$ cat src/rtl/adc_capture_ctrl.sv
// Capture sequencer for the packed {I,Q} RX sample stream: arm, trigger,
// decimate, then write a programmed number of samples into a single-port sample RAM.
module adc_capture_ctrl #(
    parameter int ADDR_W = 10,
    parameter int DEC_W  = 8
) (
    input  logic              rx_clk,
    input  logic              rx_rst,
    input  logic [31:0]       adc_data,
    input  logic              adc_frame,
    input  logic [ADDR_W-1:0] cfg_len,
    input  logic [DEC_W-1:0]  cfg_decim,
    input  logic              cfg_trig_mode,
    input  logic [11:0]       cfg_thresh,
    input  logic              arm,
    input  logic              abort,
    output logic              buf_we,
    output logic [ADDR_W-1:0] buf_addr,
    output logic [31:0]       buf_wdata,
    output logic              busy,
    output logic              triggered,
    output logic              done,
    output logic [ADDR_W:0]   sample_cnt
);

    typedef enum logic [1:0] {
        ST_IDLE,
        ST_ARMED,
        ST_CAPTURE,
        ST_DONE
    } state_t;

    localparam logic [ADDR_W:0] CNT_ONE = (ADDR_W + 1)'(1);
    localparam logic [DEC_W-1:0] DEC_ONE = DEC_W'(1);

    state_t            state_reg;
    logic [ADDR_W-1:0] len_reg;
    logic [DEC_W-1:0]  decim_reg;
    logic              mode_reg;
    logic [11:0]       thresh_reg;
    logic [DEC_W-1:0]  dec_cnt_reg;
    logic              last_reg;
    logic              buf_we_reg;
    logic [ADDR_W-1:0] buf_addr_reg;
    logic [31:0]       buf_wdata_reg;
    logic              busy_reg;
    logic              triggered_reg;
    logic              done_reg;
    logic [ADDR_W:0]   cnt_reg;

    logic [11:0] sample_i;
    logic        trig_hit;
    logic        is_last;

    assign sample_i = adc_data[27:16];
    assign trig_hit = adc_frame && (!mode_reg || (sample_i >= thresh_reg));
    // Address of the write being issued equals the programmed length -> final sample.
    assign is_last  = (cnt_reg == {1'b0, len_reg});

    always_ff @(posedge rx_clk) begin
        if (rx_rst) begin
            state_reg     <= ST_IDLE;
            len_reg       <= '0;
            decim_reg     <= '0;
            mode_reg      <= 1'b0;
            thresh_reg    <= '0;
            dec_cnt_reg   <= '0;
            last_reg      <= 1'b0;
            buf_we_reg    <= 1'b0;
            buf_addr_reg  <= '0;
            buf_wdata_reg <= '0;
            busy_reg      <= 1'b0;
            triggered_reg <= 1'b0;
            done_reg      <= 1'b0;
            cnt_reg       <= '0;
        end else begin
            buf_we_reg <= 1'b0;
            if (abort) begin
                state_reg     <= ST_IDLE;
                busy_reg      <= 1'b0;
                done_reg      <= 1'b0;
                triggered_reg <= 1'b0;
                last_reg      <= 1'b0;
            end else begin
                case (state_reg)
                    ST_IDLE, ST_DONE: begin
                        if (arm) begin
                            len_reg       <= cfg_len;
                            decim_reg     <= cfg_decim;
                            mode_reg      <= cfg_trig_mode;
                            thresh_reg    <= cfg_thresh;
                            cnt_reg       <= '0;
                            triggered_reg <= 1'b0;
                            done_reg      <= 1'b0;
                            busy_reg      <= 1'b1;
                            last_reg      <= 1'b0;
                            state_reg     <= ST_ARMED;
                        end
                    end
                    ST_ARMED: begin
                        // The trigger strobe is itself the first captured sample.
                        if (trig_hit) begin
                            buf_we_reg    <= 1'b1;
                            buf_addr_reg  <= cnt_reg[ADDR_W-1:0];
                            buf_wdata_reg <= adc_data;
                            cnt_reg       <= cnt_reg + CNT_ONE;
                            last_reg      <= is_last;
                            dec_cnt_reg   <= decim_reg;
                            triggered_reg <= 1'b1;
                            state_reg     <= ST_CAPTURE;
                        end
                    end
                    ST_CAPTURE: begin
                        // last_reg marks the cycle the final write is on the bus;
                        // strobes there are ignored and DONE follows.
                        if (last_reg) begin
                            last_reg  <= 1'b0;
                            busy_reg  <= 1'b0;
                            done_reg  <= 1'b1;
                            state_reg <= ST_DONE;
                        end else if (adc_frame) begin
                            if (dec_cnt_reg == '0) begin
                                buf_we_reg    <= 1'b1;
                                buf_addr_reg  <= cnt_reg[ADDR_W-1:0];
                                buf_wdata_reg <= adc_data;
                                cnt_reg       <= cnt_reg + CNT_ONE;
                                last_reg      <= is_last;
                                dec_cnt_reg   <= decim_reg;
                            end else begin
                                dec_cnt_reg <= dec_cnt_reg - DEC_ONE;
                            end
                        end
                    end
                    default: state_reg <= ST_IDLE;
                endcase
            end
        end
    end

    assign buf_we     = buf_we_reg;
    assign buf_addr   = buf_addr_reg;
    assign buf_wdata  = buf_wdata_reg;
    assign busy       = busy_reg;
    assign triggered  = triggered_reg;
    assign done       = done_reg;
    assign sample_cnt = cnt_reg;

endmodule

$ cat config.mk
export PLATFORM = sky130hd
export DESIGN_NAME = adc_capture_ctrl
export DESIGN_NICKNAME = d
export VERILOG_FILES = /design/src/rtl/adc_capture_ctrl.sv
export SDC_FILE = /design/constraint.sdc
export NUM_CORES = 1
export LEC_CHECK = 0
export ABC_CLOCK_PERIOD_IN_PS = 3000
export CORE_UTILIZATION = 50
export DETAILED_ROUTE_END_ITERATION = 8
export GPL_TIMING_DRIVEN = 1
export PLACE_DENSITY = 0.86
export SYNTH_ARGS = -nofsm -noshare
export SYNTH_HDL_FRONTEND = slang
export SYNTH_SLANG_ARGS = --single-unit
$ cat constraint.sdc
create_clock -name rx_clk -period 3 [get_ports rx_clk]
set_clock_uncertainty 0.05 [all_clocks]
set_input_delay 0.45 -clock rx_clk [delete_from_list [all_inputs] [get_ports rx_clk]]
set_output_delay 0.45 -clock rx_clk [all_outputs]
set_load 0.05 [all_outputs]
### Word level (Yosys, flattened, before mapping)

Cells that the tools add are included.

* register bits after elaboration: 99

* add/sub/neg operators: 2
* $lt $le $gt $ge: 1
* eq/ne operators: 10
* multiplexer cells: 43
* bitwise logic cells: 1
* reductions and logical operators: 18

Operators with widths (count)
* $mux W32: 4
* $pmux W32 S2: 1
* $mux W11: 5
* $mux W10: 4
* $pmux W11 S3: 1
* $mux W8: 4
* $pmux W10 S2: 1
* $pmux W8 S2: 1
* $mux W1: 13
* $ge A12 B12 Y1: 1
* $ne A2 B2 Y1 const B: 6
* $reduce_and A3 Y1: 4
* $reduce_and A6 Y1: 2
* $add A11 B1 Y11 const B: 1
* $eq A11 B10 Y1: 1
* $logic_not A8 Y1: 1
* $pmux W1 S2: 4
* $sub A8 B1 Y8 const B: 1
* $mux W2: 3
* $pmux W2 S3: 1
* $reduce_bool A2 Y1: 3
* $reduce_and A5 Y1: 1
* $eq A2 B2 Y1 const B: 2
* $reduce_or A2 Y1: 2
* other kinds (8): 8

### Longest topological paths before layout

* depth in word-level cells: 5
* mapped depth: 10
* depth with buffers taken out: 8

### Worst setup path after synthesis

Ideal clock, no wire load.

* path kind: input to register
* start point: in adc_data[25]
* end point: reg dec_cnt_reg[1]
* arrival time: 2257 ps
* data required time: 2822 ps
* slack: 566 ps
* stages on the path: 8
* cell sequence: ha_1 a211oi_1 o21ai_1 a21o_1 a221oi_1 clkbuf_1 mux2i_1 nor2_1

* cells in the longest elaborated chain, start to end: 5

Ends and longest elaborated chain
* start: declaration: line 9 `input logic [31:0] adc_data,`
* $ge A12 B12 Y1: line 56 `assign trig_hit = adc_frame && (!mode_reg || (sample_i >= thresh_reg));`
* $logic_or A1 B1 Y1: line 56
* $logic_and A1 B1 Y1: line 56
* $ne A2 B2 Y1 (no source line)
* $reduce_and A5 Y1 (no source line)
* end signal: assignment: line 108 `dec_cnt_reg <= decim_reg;`
* end signal: assignment: line 128 `dec_cnt_reg <= decim_reg;`
* end signal: assignment: line 130 `dec_cnt_reg <= dec_cnt_reg - DEC_ONE;`
* end: declaration: line 41 `logic [DEC_W-1:0] dec_cnt_reg;`

Every way passes these cells.
A chain may end at the register's enable or synchronous reset.

### Worst setup path in the final report

* start point: in adc_data[25]
* end point: reg state_reg[0]

* cells in the longest elaborated chain, start to end: 5

Ends and longest elaborated chain
* $ge A12 B12 Y1: line 56
* $logic_or A1 B1 Y1: line 56
* $logic_and A1 B1 Y1: line 56
* $ne A2 B2 Y1 (no source line)
* $reduce_and A3 Y1 (no source line)
* end signal: assignment: line 62 `state_reg <= ST_IDLE;`
* end signal: assignment: line 79 `state_reg <= ST_IDLE;`
* end signal: assignment: line 97 `state_reg <= ST_ARMED;`
* end: declaration: line 36 `state_t state_reg;`

Every way passes these cells.

==> reports/qor.yml <==
layout:
  synthToLayoutAreaGrowth_pct: 31.2
  final_nets: 783
  final_core_util_pct: 67.6
  drive_gt1_share_pct: 6.84
  fillers: 776
  regArea_um2: 1980
  antenna_cells: 0
  multi_input_area_um2: 2790
  largest_reg_flops: 32
route:
  dr.pass1.iters: 5
  ant_nets: 0
  drt-initial-drc-count: 225
  drc: 0
  wl_per_cell_um: 14.7
  vias_per_cell: 5.42
  num_vias: 4526
  routed_wl_mm: 12.3
power:
  powerDensity_nw_per_um2: 443
  peakVddDrop_v: 0.000279
  p_int_mw: 2.10
  p_seq_share_pct: 47.7
  cellLeakagePower_nw: 2.42
  combPwrFrac_pct: 19.7
  swShare_pct: 28.2
  clkPwrFrac_pct: 32.5
  power_switching_mw: 0.827
clock_tree:
  numCtsBuffers: 9
  cts_root_buffer: "clkbuf_8"
  cts_sinks: 99
  cts_resized: 0
  hold_buffers: 0
  cts_max_path_buffers: 2
  insertion_delay_ns: 0.36
  postCtsSetupBuffers: 0
  cts_tree: "done"
  htree_levels: 3
  clk_pin_slew_worst_paths_ns: 0.09
placed_design:
  io_buffers: 124
  post-place-ws_ns: -0.0511
  gp_congestion: 0.856
  dp_hpwl_mm: 9.17
grt:
  grt_use_total_pct: 23.7
  grt_pass1_vias: 4339
  met3_usage_pct: 4.04
  grt_pass1_wl_mm: 19.5
  busiest_layer: "met2"
  gr-total-overflow: 0
  gr-usage-met2_pct: 41.4
  grt_antenna_before_repair: 0
  grt_util_met1_pct: 28.5
  grt_max_degree: 81
timing:
  tightest_slew_ns: 0.556
  hold_viol: 0
  fin_crit_sh_pct: 90.8
  slew_viol_final: 0
  setup_slack_ns: 0.277
  max_freq_ghz: 0.367
  fin_crit_ns: 2.72
  final-setup-viol-count: 0
  grt_setup_unrepaired: "no"
  timing.max_slew.rel_slack_pct: 62.0
  whs_ns: 0.415
synthesis:
  syn_nets: 669
  ys_types: 54
  synth-edff-count: 0
  synth_seq_cells: 99
  ys_seq_area_share_pct: 39.3
  syn_avg_cell_area_um2: 8.64
  ys_warn_count: 0
  syn_area_um2: 5040
  async_flop_share_pct: 0
  netlist_instances: 583
  synth_ff_type: "dfxtp_1"
critical_path:
  cp-start-kind: "input pin"
  slowest_stage: "clkdlybuf4s50_1"
  criticalPathCategory: "input pin to register"
  slowest_delay_ns: 0.44
  cp_data_required_time_ns: 3.17
  path_max_fanout: 3
  end_kind: "register"
  arrival_ns: 2.90
  crit_chain: "clkdlybuf4s50_1 -> ha_1 -> and4_1 -> nor4b_1 -> nand3_1 -> a311oi_1 -> nor2_1 -> a2111oi_0"
floorplan:
  pin_count: 125
  dieArea_um2: 10500
  die_h_um: 102
  num_rows: 36
  start_util_pct: 51.5
  die-width_um: 102
  core-area_um2: 9770
flow_run:
  cap_violations: 0
min_path:
  hp-class: "register to register"
outcome:
  status: "finished, final reports clean"
-- layout by cell type, fill, tap and decap left out, drive strengths merged, types with 10 or more instances in the layout --
cell type,n
inv,21
nor3,10
a21oi,59
dfxtp,99
ha,18
nand2,79
xor2,10
nand2b,92
o21ai,16
clkdlybuf4s50,123
buf,15
mux2i,44
nor2,21
-- worst max-delay path: cells and delay by family --
family | cells | cell delay (ns)
and+or+nand+nor | 4 | 0.90
AOI/OAI and AO/OA | 2 | 0.79
buffers and inverters | 1 | 0.44
adders and majority gates | 1 | 0.31
-- final cells by class --
class                      count  share of cell area (%)
multi-input combinational    429                    42.2
sequential                    99                    30.0
timing repair buffer         138                    20.7
tap                          133                    2.52
clock buffer                   9                    1.87
clock inverter                 7                    1.53
inverter                      20                    1.14
-- Yosys cell counts (4+ instances only) --
master,count,area [um^2]
dfxtp_1,99,1980
nand2b_1,92,576
nand2_1,79,297
a21oi_1,58,290
mux2i_1,44,440
clkbuf_1,28,105
nor2_1,21,78.8
inv_1,20,75.1
ha_1,18,225
o21ai_0,12,60.1
nor3_1,10,50.1
xor2_1,10,87.6
o32ai_1,9,78.8
nand3_1,5,25.0
nor4_1,5,31.3
nor3b_1,4,30.0
o21ai_1,4,20.0
o221ai_1,4,35.0
or2_2,4,25.0
or3_1,4,25.0
-- stage by stage --
stage	setup TNS (ns)	instance area [um^2]	power, mW	std cells
6_report	0	6610	2.93	835
3_5_place_dp	-0.506	6380	2.01	819
5_1_grt	0	6610	3.05	835
2_1_floorplan	0	5040	1.79	583
4_1_cts	0	6610	2.95	835
3_3_place_gp	0	6380	1.99	819
-- power groups by stage --
stage                     registers [mW]  logic [mW]  clock network (mW)
after global placement              1.43       0.561                   0
after global routing                1.41       0.626                1.01
after CTS                           1.40       0.579               0.968
final                               1.40       0.578               0.953
after floorplan                     1.51       0.280                   0
after detailed placement            1.43       0.576                   0
-- logic make-up after synthesis --
family | after synthesis | share of synthesized area, %
xor+xnor | 10 | 1.74
flops | 99 | 39.3
fa+ha+maj | 18 | 4.47
simple gates | 252 | 27.2
buf+inv | 55 | 5.41
mux | 44 | 8.74
compound gates | 105 | 13.0
-- final timing paths --
check | slack, ns | cells past startpoint | startpoint | end
min reg2reg | 0.41 | 2 | thresh_reg[4]$_SDFFE_PP0P_ | thresh_reg[4]$_SDFFE_PP0P_
max reg2reg | 0.42 | 8 | thresh_reg[9]$_SDFFE_PP0P_ | state_reg[0]$_SDFFE_PP0P_
max | 0.28 | 8 | adc_data[25] | state_reg[0]$_SDFFE_PP0P_
min | 0.41 | 2 | thresh_reg[4]$_SDFFE_PP0P_ | thresh_reg[4]$_SDFFE_PP0P_
-- routing by layer --
metal | up-vias | wire, um
met2 | 145 | 6180
met4 | 0 | 269
li1 | 2223 | -
met1 | 2132 | 5200
met3 | 26 | 628
met5 | - | 0
No activity file was read; power rests on OpenSTA's default activity.
